### config.mk
export PLATFORM = sky130hd
export DESIGN_NAME = frog_move_encoder
export DESIGN_NICKNAME = d
export VERILOG_FILES = /design/src/rtl/frog_move_encoder.sv
export SDC_FILE = /design/constraint.sdc
export NUM_CORES = 1
export LEC_CHECK = 0
export ABC_CLOCK_PERIOD_IN_PS = 3900
export BUFFER_PORTS_ARGS = -buffer_cell sky130_fd_sc_hd__buf_4
export CORE_UTILIZATION = 45
export DETAILED_ROUTE_END_ITERATION = 16
export GPL_TIMING_DRIVEN = 0
export PLACE_DENSITY_LB_ADDON = 0.15
export RECOVER_POWER = 50
export SLEW_MARGIN = 20
export SYNTH_ARGS = -nofsm -noshare
export SYNTH_HDL_FRONTEND = slang
export SYNTH_SLANG_ARGS = --single-unit
### constraint.sdc
create_clock -name clk -period 3.9 [get_ports clk]
set_input_delay 0.195 -clock clk [delete_from_list [all_inputs] [get_ports clk]]
set_output_delay 0.195 -clock clk [all_outputs]
set_load 0.05 [all_outputs]
### src/rtl/frog_move_encoder.sv
// Move encoder for the four board buttons. Each button is synchronized and debounced.
// An arbiter then emits at most one single-cycle L/U/D/R strobe per press.
module frog_move_encoder #(
    parameter int DEBOUNCE_CYCLES = 250000,
    parameter bit ACTIVE_LOW      = 1'b1
) (
    input  logic clk,
    input  logic reset,
    input  logic enable,
    input  logic rawL,
    input  logic rawU,
    input  logic rawD,
    input  logic rawR,
    output logic L,
    output logic U,
    output logic D,
    output logic R,
    output logic held
);

    localparam int              CW       = $clog2(DEBOUNCE_CYCLES + 1);
    localparam logic [CW-1:0]   CNT_LAST = CW'(DEBOUNCE_CYCLES - 1);
    localparam logic [CW-1:0]   CNT_ONE  = CW'(1);

    typedef enum logic {
        IDLE = 1'b0,
        HELD = 1'b1
    } state_t;

    // Bit order everywhere: [0]=L, [1]=U, [2]=D, [3]=R
    logic [3:0]    pol;
    logic [3:0]    sync1;
    logic [3:0]    sync2;
    logic [3:0]    db;
    logic [3:0]    db_prev;
    logic [3:0]    rise;
    logic          single_press;
    logic [CW-1:0] cnt [4];
    state_t        state;

    assign pol          = {rawR, rawD, rawU, rawL} ^ {4{ACTIVE_LOW}};
    assign rise         = db & ~db_prev;
    assign single_press = $onehot(rise) && (db == rise);

    // NOTE: clocked state uses non-blocking assignments so every flop samples pre-edge values.
    always_ff @(posedge clk or posedge reset) begin
        if (reset) begin
            sync1   <= '0;
            sync2   <= '0;
            db      <= '0;
            db_prev <= '0;
            for (int i = 0; i < 4; i++) cnt[i] <= '0;
        end else begin
            sync1   <= pol;
            sync2   <= sync1;
            db_prev <= db;
            for (int i = 0; i < 4; i++) begin
                if (sync2[i] == db[i]) begin
                    cnt[i] <= '0;
                end else if (cnt[i] == CNT_LAST) begin
                    db[i]  <= ~db[i];
                    cnt[i] <= '0;
                end else begin
                    cnt[i] <= cnt[i] + CNT_ONE;
                end
            end
        end
    end

    always_ff @(posedge clk or posedge reset) begin
        if (reset) begin
            state        <= IDLE;
            {R, D, U, L} <= 4'b0000;
            held         <= 1'b0;
        end else begin
            // Strobes default low each cycle so a move is exactly one cycle wide.
            {R, D, U, L} <= 4'b0000;
            case (state)
                IDLE: begin
                    if (enable && single_press) begin
                        {R, D, U, L} <= rise;
                        state        <= HELD;
                        held         <= 1'b1;
                    end else if (|db) begin
                        state <= HELD;
                        held  <= 1'b1;
                    end
                end
                HELD: begin
                    if (db == 4'b0000) begin
                        state <= IDLE;
                        held  <= 1'b0;
                    end
                end
                default: begin
                    state <= IDLE;
                    held  <= 1'b0;
                end
            endcase
        end
    end

endmodule

# Yosys cells after proc, flatten, opt, wreduce, memory -nomap -nowiden

Index checks and enable logic that the tools add are counted.

Memories: 0
Bits in latches: 0
Logic and storage cells: 81
Flip-flop bits (word level): 94
Input bits: 7
Bits in read-only memories: 0
Memory bits (writable): 0

Bitwise logic cells: 12
Reductions and logical operators: 9
Shift operators: 0
Equal/unequal tests: 12
Div/mod/pow operators: 0
Multiply operators: 0
$add $sub $neg: 7
Magnitude comparators: 0
Mux-type cells: 24

Operator list:

| operator                                                                | count |
|---|---|
| 18-bit two-way mux                                                      | 8 |
| 18-bit by 1-bit adder with 18-bit output, second input constant         | 4 |
| 18-bit equality test, second input constant                             | 4 |
| 1-bit two-way mux                                                       | 14 |
| 2-bit AND reduction                                                     | 5 |
| 1-bit NOT                                                               | 9 |
| 4-bit NOT                                                               | 2 |
| 1-bit by 1-bit adder with 2-bit output                                  | 2 |
| 4-bit AND                                                               | 1 |
| 1-bit equality test                                                     | 4 |
| 4-bit equality test                                                     | 1 |
| 4-bit zero test                                                         | 1 |
| 1-bit case mux with 2 select lines                                      | 2 |
| 4-bit OR reduction                                                      | 1 |
| 2-bit by 2-bit adder with 3-bit output                                  | 1 |
| 3-bit by 1-bit equality test with 1-bit output, second input constant   | 1 |
| 3-bit inequality test, second input constant                            | 1 |
| 1-bit logical AND                                                       | 2 |
| 2-bit by 1-bit inequality test with 1-bit output, second input constant | 1 |

# Depth between registers and ports, before layout

Depth in word-level cells: 9
Depth in mapped cells: 7
Mapped depth without buffers: 7

# Least setup slack after synthesis

No wires, ideal clock.

Path type: register to register
Start: register db[0]
End: register D
Setup time: 89 ps
Setup slack: 1677 ps
Buffers on the path: 0
Clock period less this slack: 2223 ps
Data arrival time: 2134 ps
Cell stages (with the launch flop): 8
Path through: dfrtp_1 -> nor2b_1 -> fa_1 -> ha_1 -> ha_1 -> nor4bb_1 -> nand3_1 -> nor3b_1

Word-level cells in the longest chain between the ends: 8

RTL lines:

| what                                                         | RTL line | source |
|---|---|---|
| start: declaration                                           | 34       | `logic [3:0] db;` |
| start signal: indexed assignment                             | 61       | `db[i] <= ~db[i];` |
| 4-bit AND                                                    | 42       | `assign rise = db & ~db_prev;` |
| 1-bit by 1-bit adder with 2-bit output (implied by the code) | 43       | `assign single_press = $onehot(rise) && (db == rise);` |
| 2-bit by 2-bit adder with 3-bit output (implied by the code) | 43       |  |
| 3-bit by 1-bit equality test with 1-bit output               | 43       |  |
| 1-bit logical AND *                                          | 43       |  |
| 1-bit logical AND *                                          | 80       | `if (enable && single_press) begin` |
| 1-bit two-way mux *                                          | 80       |  |
| 1-bit two-way mux *                                          | 78       | `case (state)` |
| end signal: assignment                                       | 81       | `{R, D, U, L} <= rise;` |
| end: declaration                                             | 16       | `output logic D,` |

Every way passes the cells marked *; elsewhere a longest branch is shown, timed or not.
A chain may end at the register's enable or synchronous reset.

# Final worst setup path

Start: register db[1]
End: register D

The elaborated chain is that of the path after synthesis.

==> flow_summary.yaml <==
status:
  outcome: "finished, final reports clean"
floorplan:
  start_util: 0.463
  dieArea_mm2: 0.0105
  fp.dieH_um: 102
  design.core.area_mm2: 0.00977
  pin_count: 12
  fp.dieW_um: 102
  row_count: 36
sta:
  slew_viol_final: 0
  rsz0062_at_grt: "no"
  slew_headroom: 0.264
  tightest_slew_ns: 1.10
  fin_tns_setup_ns: 0
  finalHoldViolCount: 0
  finalCritPeriodShare: 0.642
  final.setup_skew_ns: 0.0120
  finalCriticalPeriod_ns: 2.50
  whs_ns: 0.345
  setup_slack_ns: 1.40
  max_freq_ghz: 0.400
  finalSetupViolations: 0
synth:
  yosysTopAreaCell: "dfrtp_1"
  synth_area_per_cell_um2: 10.6
  synthCells: 426
  synth.area.top_cells: "dfrtp_1 (52%), xnor2_1 (7.5%), nor2_1 (5.1%)"
  synth_fp_nets: 440
  synth_area_mm2: 0.00453
  ys.flop_type: "dfrtp_1"
  synth-edff-count: 0
  ys_warn_count: 0
  synth_top_area_share: 0.519
  yosysUniqueCellTypes: 44
  ys_ff_latch: 94
  yosysSeqAreaShare: 0.519
  synthArstFlopShare: 1.00
  synth_most_common_cell: "dfrtp_1"
  synth.top_cells.by_count: "dfrtp_1 (94), nor2_1 (62), xnor2_1 (39)"
setup_path:
  cpMaxStageDelayCell: "fa_1"
  critPathArrivalTime_ns: 2.76
  crit_path_end_kind: "register"
  reg2reg_from: "db[1]"
  cp_max_fo: 6
  path_class: "reg2reg"
  crit_top_cell: "ha_1"
  cp_slowest_stage_delay_ns: 0.46
  rrSetupSlack_ns: 1.40
  crit_chain: "nor2b_1 -> fa_1 -> ha_1 -> ha_1 -> nor4bb_1 -> nand3_1 -> nor3b_1"
  cp-start-kind: "register"
  reg2reg_to: "D"
  critPathRequiredTime_ns: 4.16
  critPathLaunch: "db[1]"
  worstRegToRegCells: 7
power:
  seq_power_share: 0.559
  power.share.clock: 0.401
  power_density_mw_per_mm2: 352
  p_sw_frac: 0.227
  ir_drop_mv: 0.209
  leakage_nw: 2.10
  pwr-share-comb: 0.040
  switchingPower_w: 0.000406
  p_int_w: 0.00138
routing:
  dr_total_vias: 3066
  route.detailed.drc: 0
  wl_per_cell_um: 13.3
  drtAntennaViolNets: 0
  drt-initial-drc-count: 105
  routed_wl_um: 7850
  viasPerCell: 5.18
  drtPass1Iterations: 4
grt:
  grt_pass1_vias: 2930
  grt_max_degree: 73
  grt_overflow_total: 0
  grt_pass1_wl_um: 13800
  grtUsageTotal: 0.169
  antenna_found_initial: 0
clock_tree:
  clockBufferDepth: 2
  cts_root_buf: "clkbuf_8"
  ctsHoldBuffers: 5
  insertion_delay_ns: 0.36
  cts_tree: "done"
  clkSlewWorstSetupHoldPaths_ns: 0.10
  cts.repair.resized: 0
  postCtsSetupBuffers: 0
  cts_buffers: 9
  cts_htree_levels: 3
  cts_sinks: 94
placed_design:
  post_dp_cell_area_mm2: 0.00481
  place_congestion: 0.804
  port_buffers: 11
  dp_hpwl_um: 5430
  pre_cts_ws_ns: 1.37
hold_path:
  hold_path_end: "sync2[2]"
  min_from: "sync1[2]"
  min_path_type: "reg2reg"
  holdPathStages: 0
cells_and_area:
  nNetsFinal: 468
  antenna_cells: 0
  fin_area_mm2: 0.00508
  drive_above_1_share: 0.131
  areaGrowthSynthToFinish_pct: 12.2
job:
  maxCapViolCount: 0
## logic make-up after synthesis
| family | after synthesis | share of synthesized area |
|---|---|---|
| buffers and inverters | 25 | 0.0265 |
| DFF | 94 | 0.519 |
| muxes | 4 | 0.00994 |
| AOI/OAI and AO/OA | 22 | 0.0478 |
| and+or+nand+nor | 213 | 0.257 |
| adders and majority gates | 7 | 0.0210 |
| xor gates and xnor gates | 61 | 0.118 |
## worst max path at each step
stage                    to  slack [ns]  depth (start not counted)
detailed placement        D        1.37                          7
finish                    D        1.40                          7
floorplan                 D        1.26                          1
global placement    cnt[28]        0.12                          2
global route              D        1.19                          7
CTS                       D        1.36                          7
## per-stage QoR
stage          utilization  power [W]  cells
3_3_place_gp         0.489    0.00109    570
3_5_place_dp         0.492    0.00109    571
4_1_cts              0.520    0.00182    592
6_report             0.520    0.00179    592
5_1_grt              0.520    0.00187    592
2_1_floorplan            -    0.00107    426
## power groups by stage
| stage | combinational [W] | sequential, W | clock (W) |
|---|---|---|---|
| 4_1_cts | 0.0000757 | 0.00100 | 0.000745 |
| 3_5_place_dp | 0.0000717 | 0.00102 | 0 |
| 3_3_place_gp | 0.0000661 | 0.00102 | 0 |
| 6_report | 0.0000713 | 0.00100 | 0.000717 |
| 5_1_grt | 0.0000833 | 0.00100 | 0.000786 |
| 2_1_floorplan | 0.0000495 | 0.00102 | 0 |
## placed cells by master, fill, tap and decap left out, types with 4 or more instances in the layout
cell	n
dfrtp_1	94
nor2_1	62
xnor2_1	39
nand3_1	28
nor4_1	25
xor2_1	22
nand2_1	19
nand4_1	17
inv_1	14
nor2_2	10
nor3_1	9
clkbuf_8	9
buf_4	8
a21oi_1	7
or4_1	6
ha_1	6
nor2b_1	5
nor3b_1	5
and4_1	5
o31ai_1	5
dlygate4sd3_1	5
clkbuf_4	5
clkbuf_1	4
mux2_2	4
## state kept, by name, indices dropped and copies added, names as in the netlist
signal   count
cnt         72
db           4
db_prev      4
sync1        4
sync2        4
D            1
L            1
R            1
U            1
held         1
state        1
## cell type report
| cell class | instances | area [um2] |
|---|---|---|
| tap | 133 | 166 |
| clock buffer | 10 | 128 |
| sequential | 94 | 2350 |
| timing repair buffer | 17 | 160 |
| inverter | 15 | 57.6 |
| fill | 926 | 4690 |
| multi-input combinational | 307 | 2060 |
| clock inverter | 6 | 95.1 |
| buffer | 10 | 63.8 |
## per-layer routing
| metal | vias to the layer above | global-route usage | wire length [um] |
|---|---|---|---|
| met4 | 0 | 0.0626 | 121 |
| met5 | - | 0 | 0 |
| met3 | 11 | 0.0369 | 236 |
| met2 | 30 | 0.256 | 3510 |
| met1 | 1473 | 0.238 | 3990 |
| li1 | 1552 | - | - |
## critical path, delay by kind of cell (launching register included)
| kind | cells | cell delay (ns) |
|---|---|---|
| flops | 1 | 0.44 |
| fa+ha+maj | 3 | 0.93 |
| simple gates | 4 | 1.05 |
(Power assumes the default switching activity.)
